**src/rtl/ifu_pkg.sv**
```systemverilog
// Shared types and sizing helpers for the instruction fetch unit.
package ifu_pkg;

    typedef enum logic [1:0] {
        IDLE  = 2'd0,
        REQ   = 2'd1,
        WAIT  = 2'd2,
        FLUSH = 2'd3
    } ifu_state_e;

    localparam int unsigned PC_INC = 4;

    function automatic int unsigned ifu_ptr_w(input int unsigned depth);
        return (depth > 1) ? $clog2(depth) : 1;
    endfunction

    function automatic int unsigned ifu_cnt_w(input int unsigned depth);
        return $clog2(depth + 1);
    endfunction

endpackage

```
**src/rtl/instr_fetch_unit_fifo.sv**
```systemverilog
// Synchronous instruction buffer with registered head/valid outputs and a clear input.
module ifu_fifo
    import ifu_pkg::*;
#(
    parameter  int unsigned DEPTH = 2,
    parameter  int unsigned WIDTH = 64,
    localparam int unsigned CNT_W = ifu_cnt_w(DEPTH)
) (
    input  logic             clk_i,
    input  logic             rst_i,
    input  logic             clear_i,
    input  logic             push_i,
    input  logic [WIDTH-1:0] wdata_i,
    input  logic             pop_i,
    output logic             valid_o,
    output logic [CNT_W-1:0] count_o,
    output logic [WIDTH-1:0] head_o
);

    localparam int unsigned PTR_W = ifu_ptr_w(DEPTH);

    logic [WIDTH-1:0] mem_q [DEPTH];
    logic [WIDTH-1:0] mem_d [DEPTH];
    logic [PTR_W-1:0] wptr_q, wptr_d;
    logic [PTR_W-1:0] rptr_q, rptr_d;
    logic [CNT_W-1:0] count_q, count_d;
    logic [WIDTH-1:0] head_q, head_d;
    logic             valid_q, valid_d;

    // Next head is read from the post-write storage so a push into an empty buffer shows next cycle
    always_comb begin
        mem_d   = mem_q;
        wptr_d  = wptr_q;
        rptr_d  = rptr_q;
        count_d = count_q;
        if (clear_i) begin
            wptr_d  = '0;
            rptr_d  = '0;
            count_d = '0;
        end else begin
            if (push_i) begin
                mem_d[wptr_q] = wdata_i;
                wptr_d        = wptr_q + PTR_W'(1);
            end
            if (pop_i) begin
                rptr_d = rptr_q + PTR_W'(1);
            end
            case ({push_i, pop_i})
                2'b10:   count_d = count_q + CNT_W'(1);
                2'b01:   count_d = count_q - CNT_W'(1);
                default: count_d = count_q;
            endcase
        end
        valid_d = (count_d != '0);
        head_d  = clear_i ? '0 : mem_d[rptr_d];
    end

    always_ff @(posedge clk_i or posedge rst_i) begin
        if (rst_i) begin
            wptr_q  <= '0;
            rptr_q  <= '0;
            count_q <= '0;
            head_q  <= '0;
            valid_q <= 1'b0;
        end else begin
            wptr_q  <= wptr_d;
            rptr_q  <= rptr_d;
            count_q <= count_d;
            head_q  <= head_d;
            valid_q <= valid_d;
        end
    end

    always_ff @(posedge clk_i) begin
        mem_q <= mem_d;
    end

    assign valid_o = valid_q;
    assign count_o = count_q;
    assign head_o  = head_q;

endmodule

```
**src/rtl/instr_fetch_unit.sv**
```systemverilog
// Fetch stage: PC, single-outstanding memory read FSM and instruction buffer toward decode.
// Defining IFU_PERF_CNT_EN adds perf_fetched / perf_stall counter outputs.
module instr_fetch_unit
    import ifu_pkg::*;
#(
    parameter int unsigned          ADDR_W     = 32,
    parameter int unsigned          INSTR_W    = 32,
    parameter logic [ADDR_W-1:0]    RESET_PC   = '0,
    parameter int unsigned          FIFO_DEPTH = 2
) (
    input  logic                CLK,
    input  logic                RESET,
    output logic                mem_req_valid,
    input  logic                mem_req_ready,
    output logic [ADDR_W-1:0]   mem_addr,
    input  logic                mem_rsp_valid,
    input  logic [INSTR_W-1:0]  mem_rsp_data,
    input  logic                redir_valid,
    input  logic [ADDR_W-1:0]   redir_pc,
    output logic                instr_valid,
    input  logic                instr_ready,
    output logic [INSTR_W-1:0]  instr,
    output logic [ADDR_W-1:0]   instr_pc
`ifdef IFU_PERF_CNT_EN
    ,
    output logic [31:0]         perf_fetched,
    output logic [31:0]         perf_stall
`endif
);

    localparam int unsigned CNT_W = ifu_cnt_w(FIFO_DEPTH);

    ifu_state_e           state_q;
    logic [ADDR_W-1:0]    pc_q;
    logic [ADDR_W-1:0]    req_pc_q;
    logic [ADDR_W-1:0]    mem_addr_q;
    logic                 req_valid_q;

    logic                 push;
    logic                 pop;
    logic                 fifo_valid;
    logic [CNT_W-1:0]     fifo_count;
    logic [CNT_W-1:0]     count_after;
    logic                 slot_free_after;
    logic [ADDR_W-1:0]    redir_target;
    logic [INSTR_W+ADDR_W-1:0] fifo_head;
    logic                 redir_lsb_unused;

    // Redirect outranks both the memory response and the decode pop
    assign push            = (state_q == WAIT) && mem_rsp_valid && !redir_valid;
    assign pop             = fifo_valid && instr_ready && !redir_valid;
    assign count_after     = fifo_count + CNT_W'(push) - CNT_W'(pop);
    assign slot_free_after = (count_after < CNT_W'(FIFO_DEPTH));
    assign redir_target    = {redir_pc[ADDR_W-1:2], 2'b00};
    assign redir_lsb_unused = ^redir_pc[1:0];

    always_ff @(posedge CLK or posedge RESET) begin
        if (RESET) begin
            state_q     <= IDLE;
            pc_q        <= RESET_PC;
            req_pc_q    <= '0;
            mem_addr_q  <= RESET_PC;
            req_valid_q <= 1'b0;
        end else if (redir_valid) begin
            pc_q        <= redir_target;
            req_valid_q <= 1'b0;
            case (state_q)
                REQ:         state_q <= mem_req_ready ? FLUSH : IDLE;
                WAIT, FLUSH: state_q <= mem_rsp_valid ? IDLE : FLUSH;
                default:     state_q <= IDLE;
            endcase
        end else begin
            case (state_q)
                IDLE: begin
                    if (fifo_count < CNT_W'(FIFO_DEPTH)) begin
                        state_q     <= REQ;
                        req_valid_q <= 1'b1;
                        mem_addr_q  <= pc_q;
                    end
                end
                REQ: begin
                    if (mem_req_ready) begin
                        state_q     <= WAIT;
                        req_valid_q <= 1'b0;
                        req_pc_q    <= mem_addr_q;
                        pc_q        <= pc_q + ADDR_W'(PC_INC);
                    end
                end
                WAIT: begin
                    if (mem_rsp_valid) begin
                        if (slot_free_after) begin
                            state_q     <= REQ;
                            req_valid_q <= 1'b1;
                            mem_addr_q  <= pc_q;
                        end else begin
                            state_q <= IDLE;
                        end
                    end
                end
                FLUSH: begin
                    if (mem_rsp_valid) begin
                        state_q <= IDLE;
                    end
                end
                default: state_q <= IDLE;
            endcase
        end
    end

    ifu_fifo #(
        .DEPTH (FIFO_DEPTH),
        .WIDTH (INSTR_W + ADDR_W)
    ) u_fifo (
        .clk_i   (CLK),
        .rst_i   (RESET),
        .clear_i (redir_valid),
        .push_i  (push),
        .wdata_i ({mem_rsp_data, req_pc_q}),
        .pop_i   (pop),
        .valid_o (fifo_valid),
        .count_o (fifo_count),
        .head_o  (fifo_head)
    );

    assign mem_req_valid     = req_valid_q;
    assign mem_addr          = mem_addr_q;
    assign instr_valid       = fifo_valid;
    assign {instr, instr_pc} = fifo_head;

`ifdef IFU_PERF_CNT_EN
    logic [31:0] perf_fetched_q;
    logic [31:0] perf_stall_q;

    // Counters survive redirects; only reset clears them
    always_ff @(posedge CLK or posedge RESET) begin
        if (RESET) begin
            perf_fetched_q <= '0;
            perf_stall_q   <= '0;
        end else begin
            if (push) begin
                perf_fetched_q <= perf_fetched_q + 32'd1;
            end
            if (fifo_valid && !instr_ready) begin
                perf_stall_q <= perf_stall_q + 32'd1;
            end
        end
    end

    assign perf_fetched = perf_fetched_q;
    assign perf_stall   = perf_stall_q;
`endif

endmodule
```
**config.mk**
```make
export PLATFORM = sky130hd
export DESIGN_NAME = instr_fetch_unit
export DESIGN_NICKNAME = d
export VERILOG_FILES = /design/src/rtl/ifu_pkg.sv /design/src/rtl/instr_fetch_unit_fifo.sv /design/src/rtl/instr_fetch_unit.sv
export SDC_FILE = /design/constraint.sdc
export NUM_CORES = 1
export LEC_CHECK = 0
export BUFFER_PORTS_ARGS = -buffer_cell sky130_fd_sc_hd__buf_2
export CORE_MARGIN = 2
export CORE_UTILIZATION = 61
export CTS_CLUSTER_DIAMETER = 150
export DETAILED_ROUTE_END_ITERATION = 8
export PLACE_DENSITY_LB_ADDON = 0.08
export REMOVE_ABC_BUFFERS = 1
export SKIP_CTS_REPAIR_TIMING = 1
export SYNTH_ARGS = -nofsm -noshare
export SYNTH_HDL_FRONTEND = slang
export SYNTH_SLANG_ARGS = --single-unit
```
**constraint.sdc**
```tcl
create_clock -name CLK -period 9.4 [get_ports CLK]
set_clock_uncertainty 0.15 [all_clocks]
set_input_delay 1.41 -clock CLK [delete_from_list [all_inputs] [get_ports CLK]]
set_output_delay 1.41 -clock CLK [all_outputs]
set_load 0.005 [all_outputs]
```
==> impl_metrics.toml, run 1 <==
[sta]
fin_crit_ns = 3.55
grt_setup_unrepaired = "false"
fmax_mhz = 282
setup_viol = 0
hold_viol_final = 0
slew_violations = 0
timing.final.ws_setup_ns = 5.85
worst_pin_slew_ns = 1.05
slew_headroom = 0.299
tns_ns = 0
post-route-period-util = 0.378

[cts]
clock_sinks = 290
cts_buffer_depth = 3
tritoncts = "built"
clk_latency_ns = 0.53
cts_inserted_buffers = 29
htreeDepth = 1
clk_pin_slew_ns = 0.06
cts-root-buf = "clkbuf_16"

[synthesis]
syn_area_um2 = 11200
ys_ff_latch = 290
seq_area_frac_synth = 0.592
synth.distinct_cells = 43
synth_warnings = 0
synth_edf_count = 0
async_flop_share = 0.559
synthFlopType = "dfrtp_1"
syn-instance-count = 847
syn_area_per_cell_um2 = 13.2

[placement]
dpl_cell_area_um2 = 12100
dpl.cell_count = 1194
hpwl_mm = 12.6
place_congestion = 0.786
io_buffers = 163
dp_slack_ns = 5.32

[floorplan]
die_x_um = 139
row_count = 49
die_y_um = 139
dieArea_um2 = 19400
coreArea_um2 = 18000
io_pins = 168
start_util = 0.622

[layout]
fin_area_um2 = 13000
finalNetCount = 1067
finalNonFillerCells = 1246
area_growth_pct = 16.6
antenna_cells = 0
final_layout_size_suffix_gt1_frac = 0.458

[detailed_routing]
drt_pass1_iterations = 4
drt-initial-drc-count = 402
vias = 6851
ant_nets = 0
vias_per_cell = 5.50
drc = 0
routedWlPerCell_um = 17.5
routed_wirelength_mm = 21.8

[power]
power.density_nw_per_um2 = 309
leakage_nw = 6.28
peakVddDrop_uv = 206

[global_route]
grt_pass1_vias = 6983
grt_max_degree = 93
antenna_found_initial = 0
grt_pass1_wl_mm = 36.0
grt_usage = 0.227
grt_overflow = 0

[worst_hold_path]
hp-class = "reg -> reg"
min_from = "u_fifo.mem_q[1]"

[critical_path]
r2r-end = "u_fifo.head_o[62]"
crit_arrival_ns = 3.87
endpoint = "u_fifo.head_o[62]"
startpoint = "instr_ready"
cp-start-kind = "input port"
r2r-start = "u_fifo.valid_o"
criticalPathCategory = "in -> reg"
rr_worst_depth = 7
cp-end-kind = "flip-flop"
r2r_setup_slack_ns = 6.43
crit_fanout = 65
crit_required_ns = 9.72

[flow_run]
drv_cap = 0

[status]
outcome = "finished, final reports clean"
cells in the mapped netlist (11+ instances only):
master | instances | area share
nor2_1 | 11 | 0.0037
a21bo_2 | 54 | 0.048
xor2_1 | 22 | 0.017
o21ai_0 | 28 | 0.013
dfxtp_1 | 128 | 0.23
nand3_1 | 74 | 0.033
clkbuf_1 | 16 | 0.0054
dfrtp_1 | 162 | 0.36
buf_2 | 17 | 0.0076
mux2_4 | 19 | 0.026
nand2_1 | 39 | 0.013
mux2_2 | 166 | 0.17
stage by stage:
step	power (W)	hold slack (ns)	util
3_5_place_dp	0.00290	0.295	0.672
6_report	0.00403	0.308	0.726
5_1_grt	0.00425	0.328	0.726
3_3_place_gp	0.00286	0.292	0.672
2_1_floorplan	0.00254	0.278	-
4_1_cts	0.00406	0.309	0.726
routing by layer:
layer / GRT usage / part of all wire / vias to the layer above
li1: - / - / 3268
met1: 0.321 / 0.46 / 3383
met2: 0.369 / 0.47 / 172
met3: 0.0385 / 0.052 / 28
met4: 0.0548 / 0.017 / 0
met5: 0 / 0 / -
registers in the layout (all words and copies together) (netlist names), 2 cells and up:
register and flops:
state_q 2, u_fifo.count_o 2, mem_addr 30, pc_q 30, u_fifo.head_o 64, req_pc_q 30, u_fifo.mem_q 128
critical path: stages:
cell     delay [ns]
buf_2          0.09
nand2_1        0.11
xor2_4         0.17
buf_4          0.33
or2_2          0.42
inv_2          0.49
buf_4          0.52
a21bo_2        0.21
cells by family (layout without fill, tap and decap cells):
family | Yosys count | count (layout) | synth area share
simple gates | 169 | 169 | 0.0797
buf+inv | 59 | 228 | 0.0291
compound gates | 106 | 106 | 0.0765
flops | 290 | 290 | 0.592
mux | 189 | 189 | 0.196
xor+xnor | 32 | 32 | 0.0251
other cells | 1 | 2 | 0.000335
fa+ha+maj | 1 | 1 | 0.00112
report_power, final:
| group | switching, W | leakage, nW | total (W) | internal [W] |
|---|---|---|---|---|
| registers | 0.000196 | 3.12 | 0.00188 | 0.00168 |
| clock network | 0.000455 | 0.474 | 0.00115 | 0.000694 |
| logic | 0.000425 | 2.68 | 0.00100 | 0.000575 |
cell type report:
class	instances	area (um2)
clock buffers	46	882
clock inverters	6	80.1
fillers	1237	4930
inverters	6	27.5
multi-input cells	499	4280
flip-flops and latches	290	6620
well taps	229	287
repair buffers	170	868
worst min-delay path by stage:
stage	end	cells past startpoint
after floorplan	u_fifo.mem_q[0]	1
after global placement	u_fifo.mem_q[0]	1
after detailed placement	u_fifo.mem_q[1]	1
after CTS	u_fifo.mem_q[1]	1
after global routing	u_fifo.mem_q[64]	1
final	u_fifo.mem_q[1]	1
cells in the final DEF (no fill, tap or decap), types with 3 or more instances in the layout:
master,n
mux2i_1,3
nand3_1,74
clkbuf_16,31
a21o_1,3
xor2_1,21
o21ai_1,5
nor2b_1,3
clkbuf_1,10
clkbuf_8,5
o21ai_0,28
nor2_1,10
and3_1,10
a21bo_1,8
clkinv_2,4
nor3_1,7
xnor2_1,10
mux2_4,19
mux2_2,166
buf_4,7
dfxtp_1,128
nand4_1,10
a21bo_2,54
dfrtp_1,162
buf_2,163
inv_1,3
a21oi_1,4
nand2_1,38
Power figures use the tool's default switching activity.
==> run 2, diff against run 1 <==
ABC_AREA = 1   (was unset)
CORE_UTILIZATION = 57   (was 61)
clock period = 3.5 ns   (was 9.4 ns; I/O delays follow)
==> run 2 against run 1 <==
Worst hold slack worse by 0.28 ns. Total power grew to 2.6 times the previous value. Sequential power rose to 2.6 times the previous value. First-iteration DRC count grew 14%. Register-to-register slack worse by 5.2 ns. Die area increased by 8.9%. Via count is 28% higher. Core utilization is 3.8 points lower. Final cell count is 41% higher. Highest routed layer unchanged.
==> impl_metrics.toml, run 2 <==
[synthesis]
syn_area_per_cell_um2 = 8.66
syn_area_um2 = 11400
synth.most_common_cell = "nand2_1"
synth_top_area_frac = 0.356
async_flop_share = 0.559
synth_warnings = 0
syn-instance-count = 1317
ys_ff_latch = 290
yosys-top-cells-area = "dfrtp_1 36%, dfxtp_1 22%, nand2_1 17%"
synthFlopType = "dfrtp_1"
yosys.area.top_type = "dfrtp_1"
synth_common_cells = "507 x nand2_1, 162 x dfrtp_1, 129 x inv_1, 128 x dfxtp_1, 71 x o21ai_1"
seq_area_frac_synth = 0.580
synth.distinct_cells = 41
synth_edf_count = 0

[global_route]
grt_pass1_vias = 8529
antenna_found_initial = 0
grt_max_degree = 80
grt_usage = 0.238
grt_overflow = 0
grt_pass1_wl_mm = 41.8

[critical_path]
r2r-start = "pc_q[3]"
cp_cell_sequence = "ha_1, nand3_1, nor3_4, nand2_1, nor2_1, nand2_1, nand2_1, nand2_1, nand2_1, nand2_1"
worst-path-buf-inv = 0
critPathMaxStageDelay_ns = 0.43
cpMaxStageDelayCell = "dfrtp_1"
r2r-end = "pc_q[28]"
crit_required_ns = 3.77
cp-end-kind = "flip-flop"
rr_worst_depth = 10
crit_fanout = 6
crit_top_cell = "nand2_1"
cp-start-kind = "flip-flop"
critPathTopFamily = "simple AND/OR/NAND/NOR gates"
r2r_setup_slack_ns = 1.27
criticalPathCategory = "reg -> reg"
crit_arrival_ns = 2.50

[detailed_routing]
routedWlPerCell_um = 14.3
ant_nets = 0
vias = 8753
drt-initial-drc-count = 460
drt_pass1_iterations = 6
vias_per_cell = 4.98
drc = 0
routed_wirelength_mm = 25.1

[floorplan]
dieArea_um2 = 21200
die_x_um = 145
row_count = 51
start_util = 0.584
coreArea_um2 = 19500
die_y_um = 145
io_pins = 168

[layout]
fin_util = 0.687
layout_commonest_cell = "nand2_1"
final_layout_size_suffix_gt1_frac = 0.166
finalNonFillerCells = 1759
area_growth_pct = 17.7
largest_reg_flops = 128
most-common-layout-cells = "505 x nand2_1, 163 x buf_2, 162 x dfrtp_1"
regMostFlops = "u_fifo.mem_q"
finalNetCount = 1543
antenna_cells = 0

[power]
leakage_nw = 7.37
power_w = 0.0104
power.density_nw_per_um2 = 775
peakVddDrop_uv = 477

[cts]
cts_buffer_depth = 3
cts_inserted_buffers = 29
cts-root-buf = "clkbuf_16"
clock_sinks = 290
clk_latency_ns = 0.53
clk_pin_slew_ns = 0.06
htreeDepth = 1
tritoncts = "built"

[sta]
fin_crit_ns = 2.23
setup_viol = 0
slew_violations = 0
fmax_mhz = 448
post-route-period-util = 0.638
worst_pin_slew_ns = 0.813
hold_viol_final = 0
slew_headroom = 0.458
grt_setup_unrepaired = "false"

[placement]
io_buffers = 163
place_congestion = 0.912
dpl.cell_count = 1706
hpwl_mm = 15.5

[worst_hold_path]
hp-class = "in -> async"

[flow_run]
drv_cap = 0

[status]
outcome = "finished, final reports clean"
run 2: cell type report:
type	instances	area [um2]
well taps	265	332
clock buffers	40	827
multi-input cells	840	4000
repair buffers	177	1010
fillers	1652	6100
flip-flops and latches	290	6620
inverters	134	510
clock inverters	13	131
run 2: logic make-up (layout without fill, tap and decap cells):
family,count (synthesis),in the layout,share of synthesized area
other cells,1,2,0.000329
mux,61,61,0.0536
simple gates,630,630,0.221
flops,290,290,0.580
buf+inv,188,364,0.0709
xor+xnor,10,10,0.00768
compound gates,136,136,0.0650
fa+ha+maj,1,1,0.00110
run 2: how the worst max path moves through the flow:
stage	startpoint	to	slack (ns)	cells past startpoint
after global routing	pc_q[3]	pc_q[22]	1.00	8
after CTS	pc_q[3]	pc_q[22]	1.28	8
after floorplan	RESET	mem_addr[10]	-1.55	1
after global placement	redir_valid	mem_addr[4]	1.02	10
after detailed placement	redir_valid	u_fifo.head_o[31]	1.02	8
final	pc_q[3]	pc_q[28]	1.27	10
run 2: metrics by stage:
stage / area [um2] / setup slack (ns) / hold WS, ns / TNS [ns]
finish: 13400 / 1.27 / 0.0260 / 0
global route: 13400 / 1.00 / 0.0517 / 0
CTS: 13400 / 1.28 / 0.0372 / 0
detailed placement: 12500 / 1.02 / 0.279 / 0
global placement: 12500 / 1.02 / 0.269 / 0
floorplan: 11100 / -1.55 / 0.259 / -251.36
run 2: power breakdown:
part | switching (W) | internal [W]
clock network | 0.00125 | 0.00180
logic | 0.00145 | 0.000944
registers | 0.000517 | 0.00444
run 2: per-layer routing:
| metal | track usage | up-vias | wire [um] |
|---|---|---|---|
| met5 | 0 | - | 0 |
| met4 | 0.0613 | 0 | 541 |
| met3 | 0.0329 | 45 | 1180 |
| met2 | 0.405 | 220 | 11900 |
| met1 | 0.325 | 4060 | 11500 |
| li1 | - | 4428 | - |
==> run 3, diff against run 2 <==
ABC_AREA = 0   (was 1)
clock period = 2.2 ns   (was 3.5 ns; I/O delays follow)
==> run 3 against run 2 <==
Clock power up 56%. Critical path depth decreased by 3. Die area fell by 1.9%. Critical endpoint is now mem_addr[30]. Non-clock buffer count grew 83. Clock-buffer cell count increased by 10. Worst hold slack improved by 0.067 ns.
==> impl_metrics.toml, run 3 (same netlist as run 1, synthesis figures left out) <==
[layout]
n_fill_cell = 1374
regMostFlops = "u_fifo.mem_q"
final_layout_size_suffix_gt1_frac = 0.446
area_growth_pct = 25.5
largest_reg_flops = 128
antenna_cells = 0
finalNonFillerCells = 1373
layout_commonest_cell = "mux2_2"
fin_area_um2 = 14000
finalNetCount = 1157
most-common-layout-cells = "166 x mux2_2, 163 x buf_2, 161 x dfrtp_1"

[critical_path]
r2r-start = "u_fifo.valid_o"
critPathTopFamily = "multiplexers"
cp-start-kind = "flip-flop"
cp_num_cells = 7
crit_top_cell = "buf_4"
endpoint = "mem_addr[30]"
cp-end-kind = "flip-flop"
critPathMaxStageDelay_ns = 0.41
criticalPathCategory = "reg -> reg"
crit_arrival_ns = 2.37
worst-path-buf-inv = 2
startpoint = "u_fifo.valid_o"
crit_required_ns = 2.47
cpMaxStageDelayCell = "dfrtp_1"
crit_fanout = 19
cp_cell_sequence = "a21boi_2, buf_4, mux2i_1, a21oi_1, or3_1, buf_4, mux2_2"
r2r-end = "mem_addr[30]"
rr_worst_depth = 7
r2r_setup_slack_ns = 0.10

[placement]
dpl_cell_area_um2 = 12500
place_congestion = 0.763
dpl.cell_count = 1256
io_buffers = 163
hpwl_mm = 14.2
dp_slack_ns = -0.0173

[cts]
clk_latency_ns = 0.54
cts_buffer_depth = 3
tritoncts = "built"
htreeDepth = 1
clk_pin_slew_ns = 0.06
clock_sinks = 290
cts-root-buf = "clkbuf_16"
cts_inserted_buffers = 29

[power]
leakage_nw = 6.71
power.density_nw_per_um2 = 1240
peakVddDrop_uv = 888
combPwrFrac = 0.263
power_w = 0.0173
clock_power_share = 0.275
p_sw_frac = 0.270
switchingPower_w = 0.00467
p_seq_frac = 0.462
power.internal_w = 0.0127

[detailed_routing]
drt-initial-drc-count = 335
drt_pass1_iterations = 4
routedWlPerCell_um = 16.8
drc = 0
routed_wirelength_mm = 23.0
vias_per_cell = 5.21
vias = 7147
ant_nets = 0

[global_route]
grt_pass1_wl_mm = 35.7
antenna_found_initial = 0
grt_usage = 0.217
grt_overflow = 0
grt_pass1_vias = 6868
grt_max_degree = 53

[sta]
timing.final.ws_setup_ns = 0.103
tns_ns = 0
setup_viol = 0
hold_viol_final = 0
grt_setup_unrepaired = "false"
fmax_mhz = 477
post-route-period-util = 0.953
fin_crit_ns = 2.10
slew_violations = 0

[status]
outcome = "finished, final reports clean"

[worst_hold_path]
min_from = "redir_valid"
hp-class = "in -> reg"

[flow_run]
drv_cap = 0

[floorplan]
die_y_um = 144
die_x_um = 144
start_util = 0.578
row_count = 51
dieArea_um2 = 20800
io_pins = 168
coreArea_um2 = 19300
## run 3: cell types whose count changed in the layout (fill, tap and decap cells not counted), sizes merged, moves of 19 or more
cell | before | now
mux2i | 61 | 3
mux2 | 0 | 186
o21ai | 108 | 33
inv | 136 | 7
nor2 | 58 | 11
buf | 177 | 196
a21bo | 0 | 62
nand3 | 35 | 74
dlygate4sd3 | 0 | 64
nand2 | 510 | 40
## run 3: through the flow
step | hold WS, ns | utilization
after global placement | 0.219 | 0.644
after global routing | 0.0986 | 0.726
after CTS | -0.363 | 0.692
final | 0.0928 | 0.726
after floorplan | 0.246 | -
after detailed placement | 0.219 | 0.644
## run 3: worst min path at each step
stage / slack (ns) / to / cells after the start
6_report: 0.09 / pc_q[14] / 3
3_5_place_dp: 0.22 / u_fifo.head_o[39] / 2
2_1_floorplan: 0.25 / u_fifo.wptr_q / 1
3_3_place_gp: 0.22 / u_fifo.head_o[39] / 2
4_1_cts: -0.36 / u_fifo.head_o[39] / 2
5_1_grt: 0.1 / pc_q[14] / 3
## run 3: tightest hold or removal path: stages
cell	delay (ns)
buf_2	0.17
buf_4	0.15
o21ai_0	0.08
## run 3: layout make-up
type | count | area (um2) | area share
clock inverters | 3 | 18.8 | 0.00134
inverters | 6 | 27.5 | 0.00196
repair buffers | 260 | 1840 | 0.131
multi-input cells | 499 | 4280 | 0.305
flip-flops and latches | 290 | 6620 | 0.472
clock buffers | 50 | 916 | 0.0653
well taps | 265 | 332 | 0.0236
## run 3: power groups by stage
stage / Combinational [W] / Sequential, W / Clock [W]
final: 0.00456 / 0.00800 / 0.00477
after CTS: 0.00453 / 0.00800 / 0.00487
after floorplan: 0.00287 / 0.00797 / 0
after detailed placement: 0.00449 / 0.00808 / 0
after global routing: 0.00501 / 0.00822 / 0.00508
after global placement: 0.00438 / 0.00801 / 0
## run 3: per-layer routing
metal / wire length, um / global-route usage / vias up
met2: 11000 / 0.367 / 153
met3: 907 / 0.0358 / 38
met4: 539 / 0.0511 / 0
met1: 10600 / 0.296 / 3513
li1: - / - / 3443
met5: 0 / 0 / -
